### config.mk
export PLATFORM = sky130hd
export DESIGN_NAME = bcd_counter_mod6
export DESIGN_NICKNAME = d
export VERILOG_FILES = /design/src/rtl/bcd_timer_pkg.sv /design/src/rtl/bcd_mod6_next.sv /design/src/rtl/bcd_counter_mod6.sv
export SDC_FILE = /design/constraint.sdc
export NUM_CORES = 1
export LEC_CHECK = 0
export ABC_CLOCK_PERIOD_IN_PS = 3600
export CAP_MARGIN = 25
export CORE_AREA = 2 2 39 41
export CTS_CLUSTER_SIZE = 25
export DETAILED_ROUTE_END_ITERATION = 6
export DIE_AREA = 0 0 41 43
export PLACE_DENSITY = 0.49
export SETUP_SLACK_MARGIN = 0.15
export SLEW_MARGIN = 20
export SYNTH_ARGS = -nofsm -noshare
export SYNTH_HDL_FRONTEND = slang
export SYNTH_SLANG_ARGS = --single-unit
### constraint.sdc
create_clock -name clk -period 3.6 [get_ports clk]
set_input_delay 0.72 -clock clk [delete_from_list [all_inputs] [get_ports clk]]
set_output_delay 0.72 -clock clk [all_outputs]
set_load 0.1 [all_outputs]
### src/rtl/bcd_timer_pkg.sv
// Shared constants and types for the BCD timer digits.
package bcd_timer_pkg;

   localparam int         BCD_W    = 4;
   localparam logic [3:0] MOD6_MAX = 4'd5;
   localparam logic [3:0] BCD_ZERO = 4'd0;

   typedef logic [3:0] bcd_digit_t;

endpackage

### src/rtl/bcd_mod6_next.sv
// Combinational next-digit logic for the mod-6 BCD down-counter: load > count > hold.
// Illegal load data (above MAX_VAL) is rejected unless BCD_MOD6_LOAD_CLAMP_EN is defined, which clamps it to MAX_VAL.
module bcd_mod6_next
   import bcd_timer_pkg::*;
#(
   parameter int MAX_VAL = 5,
   parameter int W       = BCD_W
) (
   input  logic [W-1:0] cur,
   input  logic [W-1:0] data,
   input  logic         loadn,
   input  logic         en,
   output logic [W-1:0] nxt
);

   localparam logic [W-1:0] MAX_V  = W'(MAX_VAL);
   localparam logic [W-1:0] ZERO_V = '0;

   always_comb begin
      nxt = cur;
      if (!loadn) begin
         // A rejected load still owns the cycle, so en is ignored either way.
         if (data <= MAX_V) begin
            nxt = data;
         end
`ifdef BCD_MOD6_LOAD_CLAMP_EN
         else begin
            nxt = MAX_V;
         end
`endif
      end else if (en) begin
         if (cur == ZERO_V || cur > MAX_V) begin
            nxt = MAX_V;
         end else begin
            nxt = cur - W'(1);
         end
      end
   end

endmodule

### src/rtl/bcd_counter_mod6.sv
// Tens-of-seconds BCD down-counter digit (0..5) with async clear, borrow out (tc) and zero flag.
// Optional macro BCD_MOD6_LOAD_CLAMP_EN: illegal load data clamps to MAX_VAL instead of being rejected.
module bcd_counter_mod6
   import bcd_timer_pkg::*;
#(
   parameter int MAX_VAL = 5,
   parameter int W       = BCD_W
) (
   input  logic         clk,
   input  logic         clr,
   input  logic         loadn,
   input  logic         en,
   input  logic [W-1:0] data,
   output logic [W-1:0] out,
   output logic         tc,
   output logic         zero
);

   logic [W-1:0] nxt;

   bcd_mod6_next #(
      .MAX_VAL(MAX_VAL),
      .W      (W)
   ) u_next (
      .cur  (out),
      .data (data),
      .loadn(loadn),
      .en   (en),
      .nxt  (nxt)
   );

   always_ff @(posedge clk or posedge clr) begin
      if (clr) begin
         out <= '0;
      end else begin
         out <= nxt;
      end
   end

   // tc drives the next-higher digit's enable: one pulse per wrap under continuous en.
   assign zero = (out == '0);
   assign tc   = en & zero;

endmodule

* Word level (Yosys, flattened, before mapping)
Index checks and enable logic that the tools add are counted.
** Cells by class
- $add $sub $neg :: 1
- Bitwise gates (word level) :: 1
- Equal/unequal tests :: 1
- Order comparisons :: 2
- Muxes and demuxes :: 4
- Reduce and logical (&&, ||, !) cells :: 4
** Operators by type and width (count)
- 4-bit two-way mux :: 4
- 4-bit by 3-bit greater-than comparator with 1-bit output (second input constant) :: 1
- 4-bit by 3-bit <= comparator with 1-bit output (second input constant) :: 1
- 4-bit zero test :: 1
- 4-bit by 1-bit subtractor with 4-bit output (second input constant) :: 1
- 2-bit by 1-bit != test with 1-bit output (second input constant) :: 1
- 2-bit AND reduction :: 1
- 2-bit nonzero test :: 1
- 1-bit AND :: 1
- 1-bit logical OR :: 1
** Storage, ports and cells
- Bits in registers :: 4
- Bits of input ports :: 8
- Output and inout bits :: 6
- Logic and storage cells :: 14

* Logic depth before layout (Yosys ltp)
Gate-level depths: netlist (run 1).
- Depth after elaboration :: 5
- Depth in mapped cells :: 5
- Gate-level depth less buffers :: 5

* Hierarchy
From an unflattened synthesis (run 1), not the netlist that was laid out.
** Unflattened totals
- Cell total of the unflattened synthesis :: 35
- Area, all modules :: 315.3 um^2
** Modules (own cells, without submodules)
- bcd_mod6_next :: instances 1, area each 192.7 um^2, cells an instance 28, sequential area each 0.0 um^2
- bcd_counter_mod6 :: instances 1, area each 122.6 um^2, cells an instance 7, sequential area each 100.1 um^2

* Least setup slack after synthesis (run 1)
Ideal clock, no wire load.
- Kind :: reg2out
- Start :: register out[1]
- End :: output port tc
- Data required time :: 2.880 ns
- Cell stages (with the launch flop) :: 6
- Setup slack :: -0.576 ns
- Arrival :: 3.456 ns
- Path buffers :: 0
- Path through :: dfrtp_1 inv_1 ha_1 nand2b_1 nor2_1 and2_1
** Between the ends
- Cells in the longest elaborated chain, start to end :: 2
** Ends and longest elaborated chain
- start: declaration :: line bcd_counter_mod6.sv:14 : output logic [W-1:0] out,
- start signal: assignment :: line bcd_counter_mod6.sv:36 : out <= nxt;
- 4-bit zero test :: line bcd_counter_mod6.sv:41 : assign zero = (out == '0);
- net zero :: line bcd_counter_mod6.sv:16 : output logic zero
- 1-bit AND :: line bcd_counter_mod6.sv:42 : assign tc = en & zero;
- end: declaration :: line bcd_counter_mod6.sv:15 : output logic tc,
The timed path passes the listed nets, and every way through them passes these cells.

* Final worst setup path (run 1)
- Start :: register out[2]
- End :: output port out[2]
No word-level cell between the ends.

==> impl_metrics.py, run 1 <==
metrics = {
    "global_route": {
        "antenna_found_initial": 0,
        "overflow_left_after_global_routing": 0,
        "first_global_vias": 271,
        "wire_length_of_the_first_global_routing_pass_um": 1100,
        "grt_start_max_net_pins": 8,
        "gr-usage-all-layers_pct": 9.59,
    },
    "finish": {
        "layout.nets": 61,
        "mostFrequentLayoutCells": "clkdlybuf4s50_1 (11), inv_1 (5), dfrtp_1 (4), clkbuf_4 (3)",
        "num_antenna_cells": 0,
        "mostFrequentLayoutCell": "clkdlybuf4s50_1",
        "largest_register_ffs": 4,
        "syn2layout_area_growth_pct": 57.3,
        "final_cell_count_no_fill": 65,
        "drive_above_1_share_pct": 20.4,
        "reg_top3": "out x4",
        "top_register": "out",
    },
    "critical_path": {
        "crit_path_cell_trace": "clkdlybuf4s50_1",
        "cp-start-kind": "flop",
        "path_depth": 1,
        "crit_family": "buffers and inverters",
        "end_kind": "output port",
        "critical_path.n_buffers_inverters": 1,
        "cpMaxStageDelayCell": "clkdlybuf4s50_1",
        "worst-endpoint-required_ns": 2.88,
        "type_of_the_setup_path_with_the_least_slack": "flop to output port",
        "critical_path.max_stage_delay_ns": 1.17,
        "worstRegToRegCells": 5,
        "timing.critical_path.arrival_ns": 1.83,
        "path_max_fanout": 7,
    },
    "timing": {
        "slew_viol_final": 0,
        "post-route-period-util_pct": 70.7,
        "finalHoldViolCount": 0,
        "final.setup_skew_ns": 0.000504,
        "tightest_slew_ns": 0.962,
        "finalSetupTns_ns": 0,
        "finalSetupViolCount": 0,
        "period_minus_slack_ns": 2.55,
        "maxSlewHeadroom_pct": 35.7,
        "grt_setup_unrepaired": "no",
        "clock.fmax_mhz": 393,
    },
    "placed_design": {
        "io_buffers": 13,
        "place.detailed.hpwl_um": 551,
        "placed_cells": 62,
        "gp_congestion": 0.606,
    },
    "clock_network": {
        "clock_path_buffers": 2,
        "clk_pin_slew_worst_paths_ns": 0.03,
        "cts.sinks": 4,
        "cts_setup_buffers": 0,
        "ctsHoldBuffers": 0,
        "cts-buffers-inserted": 3,
        "cts.root.buffer_cell": "clkbuf_4",
        "cts_resized": 0,
        "worst_skew_pair.late_latency_ns": 0.23,
        "tritoncts": "done",
        "htreeDepth": 1,
    },
    "synthesis": {
        "yosys.cell_types.count": 19,
        "synth_seq_cells": 4,
        "synthesis.area_sq_um": 299,
        "synth_top_area_share_pct": 33.5,
        "ys_top_cells_by_area": "dfrtp_1 (33%), ha_1 (8.4%), inv_1 (6.3%)",
        "synth.yosys.warnings": 0,
        "synth_area_per_cell_sq_um": 9.06,
        "syn-num-nets": 43,
        "syn-instance-count": 33,
        "ys_seq_area_share_pct": 33.5,
        "synthDominantAreaCellType": "dfrtp_1",
    },
    "detailed_routing": {
        "remaining_drc_errors": 0,
        "detail_route.first_pass.iterations": 1,
        "num_vias": 280,
        "detail_route.iter0.violations": 0,
        "drt-wirelength-per-cell_um": 9.83,
        "vias_per_cell": 4.31,
        "routed_wirelength_um": 639,
        "drtAntennaViolNets": 0,
    },
    "outcome": {
        "status": "finished clean",
    },
    "floorplanning": {
        "placeableCoreArea_sq_um": 1380,
        "initial_core_util_pct": 21.6,
        "floorplan.die_area_sq_um": 1760,
        "die_width_um": 41,
        "dieHeight_um": 43,
        "boundaryPins": 14,
        "floorplan.rows": 14,
    },
    "job": {
        "drv.max_cap_violation_count": 0,
    },
    "worst_hold_path": {
        "hold-path-cell-count": 1,
        "worstHoldPathType": "flop to flop",
    },
}
[path summary, 6_finish.rpt]
path / startpoint / slack (ns) / to
hold reg to reg: out[0] / 0.60 / out[0]
setup reg to reg: out[0] / 2.05 / out[1]
max in group asynchronous: clr / 2.79 / out[2]
hold / removal: out[0] / 0.60 / out[0]
min in group asynchronous: clr / 0.67 / out[0]
setup / recovery: out[2] / 1.05 / out[2]
[per-layer routing]
metal | up-vias | GRT usage (%) | routed length, um
met1 | 124 | 11.8 | 287
met5 | - | 0 | 0
met2 | 8 | 13.8 | 314
met3 | 0 | 1.57 | 37
met4 | 0 | 8.00 | 0
li1 | 148 | - | -
[final cells by class]
type	count	area (sq um)
Tap cell	16	20.0
Multi-Input combinational cell	24	184
Inverter	5	18.8
Fill cell	147	913
Sequential cell	4	100
Clock buffer	3	22.5
Timing Repair Buffer	13	125
[cell usage after synthesis]
cell type	number
a211oi_1	2
a21oi_1	1
a21oi_2	1
a41oi_1	2
and2_1	1
dfrtp_1	4
ha_1	2
inv_1	5
mux2_1	1
mux2_2	1
mux2i_1	1
nand2b_1	2
nand3_1	1
nor2_1	3
nor2b_1	2
nor3_1	1
nor4b_1	1
or2_2	1
or3b_1	1
[cells by family after synthesis]
group                      count (synthesis)  synth area share [%]
and+or+nand+nor                           13                  25.5
muxes                                      3                  10.9
buffers and inverters                      5                  6.28
DFF                                        4                  33.5
adders and majority gates                  2                  8.37
AOI/OAI and AO/OA                          6                  15.5
[stage by stage]
step | hold slack, ns | utilization (%) | worst slack, ns | instance area (sq um)
final | 0.600 | 34.0 | 1.05 | 470
after global routing | 0.625 | 34.0 | 0.987 | 470
after floorplan | 0.486 | - | 0.170 | 303
after global placement | 0.597 | 32.4 | 1.23 | 448
after CTS | 0.606 | 34.0 | 1.03 | 470
after detailed placement | 0.599 | 32.4 | 1.20 | 448
Power of run 1 is left out: the tool's default activity adds up to more than one toggle a clock period on the data nets, which glitch-free logic cannot reach.
==> run 2, diff against run 1 <==
--- a/config.mk
+++ b/config.mk
@@ -5,13 +5,13 @@
 export SDC_FILE = /design/constraint.sdc
 export NUM_CORES = 1
 export LEC_CHECK = 0
-export ABC_CLOCK_PERIOD_IN_PS = 3600
+export ABC_CLOCK_PERIOD_IN_PS = 2300
 export CAP_MARGIN = 25
 export CORE_AREA = 2 2 39 41
 export CTS_CLUSTER_SIZE = 25
 export DETAILED_ROUTE_END_ITERATION = 6
 export DIE_AREA = 0 0 41 43
-export PLACE_DENSITY = 0.49
+export PLACE_DENSITY = 0.51
 export SETUP_SLACK_MARGIN = 0.15
 export SLEW_MARGIN = 20
 export SYNTH_ARGS = -nofsm -noshare
==> constraint.sdc (replaced) <==
create_clock -name clk -period 2.3 [get_ports clk]
set_input_delay 0.46 -clock clk [delete_from_list [all_inputs] [get_ports clk]]
set_output_delay 0.46 -clock clk [all_outputs]
set_load 0.1 [all_outputs]
==> run 2 against run 1 <==
- cell area rose by 12%
- utilization rose by 4.1 points
- non-clock buffer count did not move
- first-iteration DRC count rose by 4
- via count rose by 2.9%
- worst setup slack got worse by 0.72 ns
- register-to-register slack got worse by 1.2 ns
- count of clock-buffer cells in the layout rose by 1
- die area did not move
- worst hold slack got worse by 0.20 ns
- critical path depth rose by 5
- routed wire length rose by 7.7%
- critical path type unchanged
- highest routed layer is now met4
==> impl_metrics.py, run 2 (synthesis results as in run 1) <==
metrics = {
    "finish": {
        "num_antenna_cells": 0,
        "register_area_sq_um": 109,
        "layout.nets": 61,
        "drive_above_1_share_pct": 42.0,
        "postLayoutCellArea_sq_um": 527,
        "final_cell_count_no_fill": 66,
        "mostFrequentLayoutCells": "clkdlybuf4s50_1 (7), buf_4 (4), inv_1 (3), clkbuf_4 (3)",
        "syn2layout_area_growth_pct": 76.2,
        "largest_register_ffs": 4,
        "post-route-util_pct": 38.1,
        "reg_top3": "out x4",
        "multi_input_area_sq_um": 210,
        "mostFrequentLayoutCell": "clkdlybuf4s50_1",
        "top_register": "out",
        "fillcell_total": 146,
    },
    "timing": {
        "tightest_slew_ns": 0.254,
        "final.setup_skew_ns": 0.00626,
        "slew_viol_final": 0,
        "maxSlewHeadroom_pct": 82.8,
        "post-route-period-util_pct": 85.5,
        "finalSetupViolCount": 0,
        "period_minus_slack_ns": 1.97,
        "grt_setup_unrepaired": "no",
        "clock.fmax_mhz": 509,
        "finalHoldViolCount": 0,
    },
    "critical_path": {
        "critical_path.max_stage_delay_ns": 0.49,
        "timing.critical_path.arrival_ns": 1.51,
        "critical_path.n_buffers_inverters": 2,
        "crit_family": "flip-flops",
        "worst-endpoint-required_ns": 1.84,
        "cp-start-kind": "flop",
        "type_of_the_setup_path_with_the_least_slack": "flop to output port",
        "end_kind": "output port",
        "path_max_fanout": 5,
        "crit_path_cell_trace": "inv_4 -> ha_4 -> nand2b_4 -> nor2_4 -> and2_4 -> buf_12",
        "cpMaxStageDelayCell": "dfrtp_4",
    },
    "detailed_routing": {
        "detail_route.iter0.violations": 4,
        "drtAntennaViolNets": 0,
        "remaining_drc_errors": 0,
        "vias_per_cell": 4.36,
        "detail_route.first_pass.iterations": 2,
        "routed_wirelength_um": 688,
        "num_vias": 288,
        "drt-wirelength-per-cell_um": 10.4,
    },
    "worst_hold_path": {
        "worstHoldPathType": "input port to async pin",
    },
    "job": {
        "drv.max_cap_violation_count": 0,
    },
    "clock_network": {
        "worst_skew_pair.late_latency_ns": 0.24,
        "cts_setup_buffers": 0,
        "clk_pin_slew_worst_paths_ns": 0.04,
        "cts.sinks": 4,
        "cts.root.buffer_cell": "clkbuf_4",
        "htreeDepth": 1,
        "ctsHoldBuffers": 0,
        "tritoncts": "done",
        "cts-buffers-inserted": 3,
        "cts_resized": 0,
        "clock_path_buffers": 2,
    },
    "floorplanning": {
        "floorplan.die_area_sq_um": 1760,
        "placeableCoreArea_sq_um": 1380,
        "floorplan.rows": 14,
        "initial_core_util_pct": 21.6,
        "dieHeight_um": 43,
        "die_width_um": 41,
        "boundaryPins": 14,
    },
    "placed_design": {
        "placed_cells": 62,
        "gp_congestion": 0.653,
        "place.detailed.hpwl_um": 568,
        "postPlaceCellArea_sq_um": 500,
        "io_buffers": 13,
    },
    "global_route": {
        "first_global_vias": 307,
        "antenna_found_initial": 0,
        "wire_length_of_the_first_global_routing_pass_um": 1120,
        "overflow_left_after_global_routing": 0,
        "grt_start_max_net_pins": 8,
        "gr-usage-all-layers_pct": 9.70,
    },
    "outcome": {
        "status": "finished clean",
    },
}
[run 2: path summary, 6_finish.rpt]
kind	startpoint	endpoint	slack [ns]	cells after the start
min in group clk	out[2]	out[2]	0.60	2
hold / removal	clr	out[1]	0.40	2
setup reg to reg	out[0]	out[1]	0.80	4
max in group asynchronous	clr	out[2]	1.74	2
setup / recovery	out[1]	tc	0.33	6
hold reg to reg	out[2]	out[2]	0.60	2
[run 2: layout make-up]
type	count	area share, %
clock buffers	4	4.99
repair buffers	13	26.6
inverters	5	4.04
flip-flops and latches	4	20.7
well taps	16	3.80
multi-input cells	24	39.9
[run 2: stage by stage]
step | setup slack (ns) | hold slack [ns] | setup TNS [ns]
3_5_place_dp | 0.444 | 0.603 | 0
6_report | 0.335 | 0.398 | 0
5_1_grt | 0.254 | 0.413 | 0
4_1_cts | 0.312 | 0.397 | 0
2_1_floorplan | -0.0766 | 0.226 | -0.0766
3_3_place_gp | 0.472 | 0.600 | 0
[run 2: per-layer routing]
layer | routed length, um | part of all wire (%) | global-route usage [%] | vias to the layer above
li1 | - | - | - | 152
met1 | 292 | 42 | 10.2 | 125
met2 | 354 | 51 | 14.7 | 9
met3 | 32 | 4.7 | 3.14 | 2
met4 | 8 | 1.2 | 8.00 | 0
met5 | 0 | 0 | 0 | -
Power of run 2 is left out for the same reason.
